==> src/rtl/wbuf_pkg.sv <==
`default_nettype none
// ============================================================================
// Module      : wbuf_pkg
// Description : Opcode encodings and width helper for the window buffer bank.
// Revision    : 1.0 - initial release
// ============================================================================
package wbuf_pkg;

    localparam logic [2:0] c_OP_NOP       = 3'b000;
    localparam logic [2:0] c_OP_LOAD      = 3'b001;
    localparam logic [2:0] c_OP_PUSH      = 3'b010;
    localparam logic [2:0] c_OP_SHIFT     = 3'b011;
    localparam logic [2:0] c_OP_CLEAR     = 3'b100;
    localparam logic [2:0] c_OP_SHIFT_ALL = 3'b101;

    typedef enum logic [2:0] {
        OP_NOP       = c_OP_NOP,
        OP_LOAD      = c_OP_LOAD,
        OP_PUSH      = c_OP_PUSH,
        OP_SHIFT     = c_OP_SHIFT,
        OP_CLEAR     = c_OP_CLEAR,
        OP_SHIFT_ALL = c_OP_SHIFT_ALL
    } wbuf_op_e;

    // Index width that never collapses to zero bits for a single entry.
    function automatic int wbuf_idx_w(input int n);
        return (n > 1) ? $clog2(n) : 1;
    endfunction

endpackage
`default_nettype wire

==> src/rtl/wbuf_channel.sv <==
`default_nettype none
// ============================================================================
// Module      : wbuf_channel
// Description : One channel of the buffer bank: slot array, fill count, flags.
// Revision    : 1.0 - initial release
// ============================================================================
module wbuf_channel #(
    parameter int DATA_W = 8,
    parameter int DEPTH  = 2,
    parameter int SW     = 1
) (
    input  logic                      clk,
    input  logic                      rst,
    input  logic                      load,
    input  logic                      push,
    input  logic                      shift,
    input  logic                      clear,
    input  logic [SW-1:0]             slot,
    input  logic [DATA_W-1:0]         data,
    output logic [DEPTH*DATA_W-1:0]   slots,
    output logic [SW:0]               count,
    output logic                      full,
    output logic                      empty
);

    localparam logic [SW:0] c_DEPTH = (SW+1)'(DEPTH);

    logic [DATA_W-1:0] r_slot [DEPTH];
    logic [SW:0]       r_count;

    // Strobes are mutually exclusive by construction in the decoder.
    always_ff @(posedge clk or posedge rst) begin
        if (rst) begin
            for (int i = 0; i < DEPTH; i++) r_slot[i] <= '0;
            r_count <= '0;
        end else if (clear) begin
            for (int i = 0; i < DEPTH; i++) r_slot[i] <= '0;
            r_count <= '0;
        end else if (load) begin
            for (int i = 0; i < DEPTH; i++)
                if (SW'(i) == slot) r_slot[i] <= data;
            if ({1'b0, slot} >= r_count) r_count <= {1'b0, slot} + 1'b1;
        end else if (push) begin
            if (r_count == c_DEPTH) begin
                for (int i = 0; i < DEPTH-1; i++) r_slot[i] <= r_slot[i+1];
                r_slot[DEPTH-1] <= data;
            end else begin
                for (int i = 0; i < DEPTH; i++)
                    if ((SW+1)'(i) == r_count) r_slot[i] <= data;
                r_count <= r_count + 1'b1;
            end
        end else if (shift && (r_count != '0)) begin
            for (int i = 0; i < DEPTH-1; i++) r_slot[i] <= r_slot[i+1];
            r_slot[DEPTH-1] <= '0;
            r_count         <= r_count - 1'b1;
        end
    end

    for (genvar s = 0; s < DEPTH; s++) begin : g_pack
        assign slots[s*DATA_W +: DATA_W] = r_slot[s];
    end

    assign count = r_count;
    assign full  = (r_count == c_DEPTH);
    assign empty = (r_count == '0);

endmodule
`default_nettype wire

==> src/rtl/wbuffer_bank.sv <==
`default_nettype none
// ============================================================================
// Module      : wbuffer_bank
// Description : Multi-channel sliding weight/window buffer with command decode.
//               Define WBUF_ERR_EN to add illegal-command detection and `err`.
// Revision    : 1.0 - initial release
// ============================================================================
module wbuffer_bank
    import wbuf_pkg::*;
#(
    parameter int DATA_W = 8,
    parameter int DEPTH  = 2,
    parameter int NCH    = 2
) (
    input  logic                                    clk,
    input  logic                                    rst,
    input  logic                                    cmd_valid,
    output logic                                    cmd_ready,
    input  logic [2:0]                              cmd_op,
    input  logic [wbuf_idx_w(NCH)-1:0]              cmd_ch,
    input  logic [wbuf_idx_w(DEPTH)-1:0]            cmd_slot,
    input  logic [NCH*DATA_W-1:0]                   ch_data,
    output logic [NCH*DEPTH*DATA_W-1:0]             win_data,
    output logic [NCH*(wbuf_idx_w(DEPTH)+1)-1:0]    ch_count,
    output logic [NCH-1:0]                          ch_full,
    output logic [NCH-1:0]                          ch_empty
`ifdef WBUF_ERR_EN
    ,
    output logic                                    err
`endif
);

    localparam int CW = wbuf_idx_w(NCH);
    localparam int SW = wbuf_idx_w(DEPTH);

    logic r_ready;
    logic w_fire;
    logic w_ch_ok;
    logic w_slot_ok;
    logic w_do_load, w_do_push, w_do_shift, w_do_clear, w_do_shift_all;

    assign w_fire    = cmd_valid & r_ready;
    assign w_ch_ok   = (32'(cmd_ch) < NCH);
    assign w_slot_ok = (32'(cmd_slot) < DEPTH);

    always_comb begin
        w_do_load      = 1'b0;
        w_do_push      = 1'b0;
        w_do_shift     = 1'b0;
        w_do_clear     = 1'b0;
        w_do_shift_all = 1'b0;
        case (cmd_op)
            c_OP_LOAD:      w_do_load      = w_ch_ok & w_slot_ok;
            c_OP_PUSH:      w_do_push      = w_ch_ok;
            c_OP_SHIFT:     w_do_shift     = w_ch_ok;
            c_OP_CLEAR:     w_do_clear     = w_ch_ok;
            c_OP_SHIFT_ALL: w_do_shift_all = 1'b1;
            default:        ;
        endcase
    end

    always_ff @(posedge clk or posedge rst) begin
        if (rst) r_ready <= 1'b0;
        else     r_ready <= 1'b1;
    end

    assign cmd_ready = r_ready;

`ifdef WBUF_ERR_EN
    logic w_illegal;
    logic r_err;

    // SHIFT_ALL ignores cmd_ch, so only the channel-addressed opcodes check it.
    assign w_illegal = (cmd_op > c_OP_SHIFT_ALL)
                     | ((cmd_op != c_OP_SHIFT_ALL) & ~w_ch_ok)
                     | ((cmd_op == c_OP_LOAD) & ~w_slot_ok);

    always_ff @(posedge clk or posedge rst) begin
        if (rst) r_err <= 1'b0;
        else     r_err <= w_fire & w_illegal;
    end

    assign err = r_err;
`endif

    for (genvar c = 0; c < NCH; c++) begin : g_ch
        logic w_sel;
        assign w_sel = w_fire & (cmd_ch == CW'(c));

        wbuf_channel #(
            .DATA_W (DATA_W),
            .DEPTH  (DEPTH),
            .SW     (SW)
        ) u_channel (
            .clk   (clk),
            .rst   (rst),
            .load  (w_sel & w_do_load),
            .push  (w_sel & w_do_push),
            .shift ((w_sel & w_do_shift) | (w_fire & w_do_shift_all)),
            .clear (w_sel & w_do_clear),
            .slot  (cmd_slot),
            .data  (ch_data[c*DATA_W +: DATA_W]),
            .slots (win_data[c*DEPTH*DATA_W +: DEPTH*DATA_W]),
            .count (ch_count[c*(SW+1) +: SW+1]),
            .full  (ch_full[c]),
            .empty (ch_empty[c])
        );
    end

endmodule
`default_nettype wire

==> config.mk <==
export PLATFORM = sky130hd
export DESIGN_NAME = wbuffer_bank
export DESIGN_NICKNAME = d
export VERILOG_FILES = /design/src/rtl/wbuf_pkg.sv /design/src/rtl/wbuf_channel.sv /design/src/rtl/wbuffer_bank.sv
export SDC_FILE = /design/constraint.sdc
export NUM_CORES = 1
export LEC_CHECK = 0
export BUFFER_PORTS_ARGS = -buffer_cell sky130_fd_sc_hd__buf_2
export CAP_MARGIN = 10
export CORE_MARGIN = 5
export CORE_UTILIZATION = 30
export DETAILED_ROUTE_END_ITERATION = 8
export MAX_ROUTING_LAYER = met4
export PLACE_DENSITY_LB_ADDON = 0.25
export SLEW_MARGIN = 20
export SYNTH_ARGS = -nofsm -noshare
export SYNTH_HDL_FRONTEND = slang
export SYNTH_SLANG_ARGS = --single-unit
==> constraint.sdc <==
create_clock -name clk -period 5.7 [get_ports clk]
set_input_delay 0.855 -clock clk [delete_from_list [all_inputs] [get_ports clk]]
set_output_delay 0.855 -clock clk [all_outputs]
set_load 0.005 [all_outputs]
After elaboration in Yosys (flattened, before gate mapping)

Cells that the tools add are included.

Flip-flop bits (word level): 37
Output and inout port bits: 41
Input port bits: 24

Equality and inequality tests: 21
$lt $le $gt $ge: 2
Bitwise operators: 15
$add $sub $neg: 5
Mux-type cells: 35
Reduce and logical (&&, ||, !) cells: 14

Operator list:

| cell                                                                | count |
|---|---|
| 16-bit two-way mux                                                  | 10 |
| 8-bit two-way mux                                                   | 8 |
| 2-bit two-way mux                                                   | 12 |
| 5-bit by 4-bit != test with 1-bit output (second input constant)    | 4 |
| 3-bit != test (second input constant)                               | 6 |
| 3-bit AND reduction                                                 | 6 |
| 1-bit bitwise AND                                                   | 12 |
| 4-bit by 3-bit != test with 1-bit output (second input constant)    | 2 |
| 4-bit nonzero test                                                  | 2 |
| 3-bit by 2-bit == test with 1-bit output (second input constant)    | 2 |
| 3-bit == test (second input constant)                               | 2 |
| 1-bit two-way mux                                                   | 5 |
| 2-bit by 1-bit adder with 2-bit output (second input constant)      | 2 |
| 1-bit by 2-bit == test with 1-bit output (first input constant)     | 2 |
| 2-bit == test (second input constant)                               | 2 |
| 1-bit by 2-bit greater-or-equal comparator with 1-bit output        | 2 |
| 2-bit logical NOT                                                   | 2 |
| 2-bit nonzero test                                                  | 2 |
| 2-bit by 1-bit subtractor with 2-bit output (second input constant) | 2 |
| 3-bit by 1-bit == test with 1-bit output (second input constant)    | 1 |
| 1-bit by 1-bit adder with 2-bit output (second input constant)      | 1 |
| 1-bit logical AND                                                   | 2 |
| 1-bit OR                                                            | 2 |
| 1-bit inverter                                                      | 1 |

Logic depth before layout (Yosys ltp)

Word-level depth: 9
Depth in mapped cells: 8
Depth with buffers taken out: 7

Cells and area by module

From an unflattened synthesis, not the netlist that was laid out.

Cell total of the unflattened synthesis: 216
Area, all modules: 2058.2 um2

By module, submodules not included:

| module                            | instances | area each (um2) | cells each |
|---|---|---|---|
| wbuf_channel at g_ch[0].u_channel | 1         | 965.9           | 99 |
| wbuf_channel at g_ch[1].u_channel | 1         | 962.2           | 98 |
| wbuffer_bank                      | 1         | 130.1           | 19 |

Least setup slack after synthesis

No wires, ideal clock.

Path type: input to register
Start point: input port cmd_op[1]
End point: register g_ch[1].u_channel.r_slot, in the netlist g_ch[1].u_channel.slots[0]
Arrival: 2.075 ns
Cell stages on the path: 5
Required time: 5.575 ns
Path slack: 3.500 ns
Path through: nand2b_2 > nor3b_2 > o211ai_2 > a21oi_4 > mux2_4

Word-level cells in the longest chain between the ends: 7
Elaborated cells on any way between the ends: 24

RTL lines:

| element                                                                   | line               | source |
|---|---|---|
| from (decl)                                                               | wbuffer_bank.sv:19 | `input logic [2:0] cmd_op,` |
| 3-bit by 2-bit == test with 1-bit output or 3-bit == test (tied branches) | wbuffer_bank.sv:52 | `case (cmd_op)` |
| 1-bit two-way mux                                                         | wbuffer_bank.sv:52 |  |
| 1-bit bitwise AND                                                         | wbuffer_bank.sv:99 | `.shift ((w_sel & w_do_shift) \| (w_fire & w_do_shift_all)),` |
| 1-bit OR                                                                  | wbuffer_bank.sv:99 |  |
| 1-bit logical AND                                                         | wbuf_channel.sv:52 | `end else if (shift && (r_count != '0)) begin` |
| 4-bit nonzero test (no source line)                                       | --                 |  |
| 3-bit AND reduction (no source line)                                      | --                 |  |
| to (signal, indexed assignment)                                           | wbuf_channel.sv:41 | `if (SW'(i) == slot) r_slot[i] <= data;` |
| to (signal, indexed assignment)                                           | wbuf_channel.sv:46 | `r_slot[DEPTH-1] <= data;` |
| to (signal, indexed assignment)                                           | wbuf_channel.sv:49 | `if ((SW+1)'(i) == r_count) r_slot[i] <= data;` |
| to (decl)                                                                 | wbuf_channel.sv:28 | `logic [DATA_W-1:0] r_slot [DEPTH];` |

Parallel ways exist; a longest one is shown, timed or not.
A chain may end at the register's enable or synchronous reset.

Worst setup path after layout

Start point: input port cmd_op[1]
End point: register g_ch[1].u_channel.r_slot, in the netlist g_ch[1].u_channel.slots[8]

Same word-level chain as after synthesis.

==> reports/qor.csv <==
metric,value,unit
DRC,0,
adder-cell share of the synthesized area,0.0319,
Mapped Cells,240,
highest-count cells in the layout ignoring fill and taps,"64 x buf_2, 40 x nand2_1, 37 x dfrtp_1",
synthesized-area fraction occupied by and/or/nand/nor cells,0.150,
Routed wire per std cell,14.3,um
kind of critical path,in2reg,
kind of end point of the critical path,flop,
Reg area,926,um2
worst path cell trace,"buf_2, nand2b_2, nor3b_2, o211ai_2, a41oi_4, mux2i_1",
"Hold Violations, Final",0,
Setup Buffers After CTS,0,
Synth Net Count,270,
clk root buf,clkbuf_8,
number of cells on the worst hold path,1,
Chip Width,98.5,um
crit start category,primary input,
largest family of logic cells by synthesized area,compound AO/OA/AOI/OAI gates,
initial antenna violation count,0,
crit path max-delay cell type,a41oi_4,
# port buffers,64,
CTS buffer count,5,
fraction of layout cells with a size suffix above 1,0.312,
"Seq/Total Area, Yosys",0.394,
hold_sp,g_ch[0].u_channel.slots[1],
number of routed nets with antenna violations,0,
routability cong.,0.782,
nets,328,
Initial Utilization,0.306,
P_leak,1.37,nW
Worst path max stage delay,0.49,ns
outcome,completed,
grt met1 use,0.167,
reg2reg setup slack,3.61,ns
worst hold path type,reg2reg,
worst path arrival time,2.57,ns
relative max-transition margin,0.495,
maximum vdd ir drop,0.000124,V
Yosys warnings,0,
vias in the first global route,1890,
Core ar.,7690,um2
footprint of the multi-input gates,1220,um2
first-pass GRT wire length,9.52,mm
initial DRC count,58,
Final Cell Area,2780,um2
Die Height,98.5,um
All-Layer GR Usage,0.124,
Yosys cell types,49,
reg2reg end,g_ch[1].u_channel.slots[8],
setup ws final,3.35,ns
detailed placement HPWL,4.19,mm
number of H-tree levels,2,
met3 Usage GRT,0.0198,
xor and xnor area share after synthesis,0,
total of max-cap violations,0,
I/O pins,65,
final period utilization,0.413,
Slew @ Worst Pin,0.758,ns
pre-CTS WS,3.04,ns
proportion of synthesized area in mux cells,0.167,
Clock Latency Late Sink,0.29,ns
CTS Buffer Depth,2,
number of cells on the worst reg-to-reg path,7,
"commonest non-fill, non-tap cell in the layout",buf_2,
Syn Area/Cell,9.79,um2
clock sink count,37,
Reg2Reg Launch Point,g_ch[1].u_channel.count[0],
Max Freq,0.425,GHz
via-per-instance ratio,4.73,
RSZ-0062 raised after global routing,no,
hold buffers post-CTS,0,
Tmin final,2.35,ns
cell family with most CP delay,compound AO/OA/AOI/OAI gates,
"flops & latches, synth",37,
GR peak layer,met2,
worst path bufs/invs,1,
post-CTS sizing,0,
Fillers,815,
TritonCTS clock tree,done,
largest net degree at the start of global routing,38,
# diodes,0,
max-slew violation count,0,
compound-gate portion of the synthesized area,0.170,
clock slew at reported path FFs,0.07,ns
via count,1891,
Die ar.,9700,um2
first-pass iteration count of the detailed router,4,
WHS Endpoint,g_ch[0].u_channel.slots[1],
global route total overflow,0,
Routed WL,5.72,mm
DP Area,2690,um2
M2 GR Usage,0.189,
Syn Std Cell Area,2350,um2
Rows,32,
Finish-stage setup viols,0,
Fin Setup TNS,0,ns
Area Overhead vs Synth,18.3,%
pwr dens,323,nW/um2
clock skew,0.00777,ns
final hold slack,0.489,ns
crit-path max FO,16,
"Core Util, Final",0.361,
WP data required,5.91,ns
==> kinds of logic (layout without fill, tap and decap cells) <==
logic type	after synthesis	count (layout)
flip-flops	37	37
AO/OA/AOI/OAI	52	52
AND/OR/NAND/NOR	71	71
multiplexers	35	35
other	1	1
buffers and inverters	38	96
adder cells (fa/ha/maj)	6	6
==> cells in the mapped netlist (all sizes together) <==
| library cell | count | share of area |
|---|---|---|
| a21boi | 1 | 0.0048 |
| a21o | 3 | 0.0096 |
| a21oi | 9 | 0.029 |
| a22o | 1 | 0.0037 |
| a31o | 1 | 0.0037 |
| a31oi | 1 | 0.0027 |
| a32oi | 1 | 0.0037 |
| a41oi | 1 | 0.012 |
| and2 | 1 | 0.0027 |
| and2b | 1 | 0.0037 |
| buf | 14 | 0.048 |
| conb | 1 | 0.0016 |
| dfrtp | 37 | 0.39 |
| ha | 6 | 0.032 |
| inv | 24 | 0.038 |
| mux2 | 9 | 0.056 |
| mux2i | 26 | 0.11 |
| nand2 | 41 | 0.067 |
| nand2b | 5 | 0.014 |
| nand3 | 6 | 0.013 |
| nand4b | 1 | 0.0037 |
| nor2 | 4 | 0.0064 |
| nor2b | 1 | 0.0027 |
| nor3 | 3 | 0.0085 |
| nor3b | 2 | 0.0085 |
| nor4 | 2 | 0.0053 |
| o211ai | 1 | 0.0053 |
| o21ai | 16 | 0.034 |
| o21bai | 1 | 0.0048 |
| o22a | 1 | 0.0037 |
| o22ai | 3 | 0.0080 |
| o2bb2ai | 8 | 0.030 |
| o311a | 1 | 0.0043 |
| o311ai | 2 | 0.0075 |
| o41ai | 1 | 0.0037 |
| or3 | 1 | 0.0027 |
| or3b | 1 | 0.0037 |
| or4 | 2 | 0.0080 |
==> metal layers <==
layer / vias up / wire [um]
li1: 947 / -
met2: 55 / 2640
met1: 882 / 2720
met4: 0 / 99
met5: - / 0
met3: 7 / 263
==> power breakdown <==
| group | total [mW] | internal (mW) | switching (mW) |
|---|---|---|---|
| sequential | 0.372 | 0.324 | 0.0482 |
| combinational | 0.340 | 0.172 | 0.167 |
| clock | 0.187 | 0.0960 | 0.0909 |
==> registers in the layout (all words and copies together) (netlist names) <==
register	count
g_ch.u_channel.slots	32
g_ch.u_channel.count	4
cmd_ready	1
==> worst max path at each step <==
stage                          from                           to  slack (ns)  cells past startpoint
after floorplan           cmd_op[1]   g_ch[1].u_channel.slots[0]        3.50                      5
after global placement    cmd_op[1]   g_ch[1].u_channel.slots[0]        3.06                      6
after detailed placement  cmd_op[1]   g_ch[1].u_channel.slots[3]        3.04                      6
after CTS                 cmd_op[1]   g_ch[1].u_channel.slots[4]        3.36                      6
after global routing      cmd_op[1]  g_ch[0].u_channel.slots[15]        3.23                      6
final                     cmd_op[1]   g_ch[1].u_channel.slots[8]        3.35                      6
==> per-stage QoR <==
step	std cells	total power [mW]
final	400	0.899
after global routing	400	0.968
after CTS	400	0.913
after detailed placement	393	0.722
after global placement	393	0.722
after floorplan	240	0.603
==> worst register-to-register path, stage by stage, from the launching register on <==
cell and delay [ns]:
dfrtp_1 0.41, inv_1 0.08, ha_1 0.27, and2_1 0.20, o21ai_1 0.16, o211ai_2 0.17
a41oi_4 0.49, mux2i_1 0.25
==> area by class of cell <==
type / instances / area share
clock buffer: 7 / 0.0311
tap: 102 / 0.0459
multi-input combinational: 165 / 0.439
timing repair buffer: 65 / 0.118
sequential: 37 / 0.333
inverter: 24 / 0.0324
Note: power is estimated with default switching activity, not from simulation.
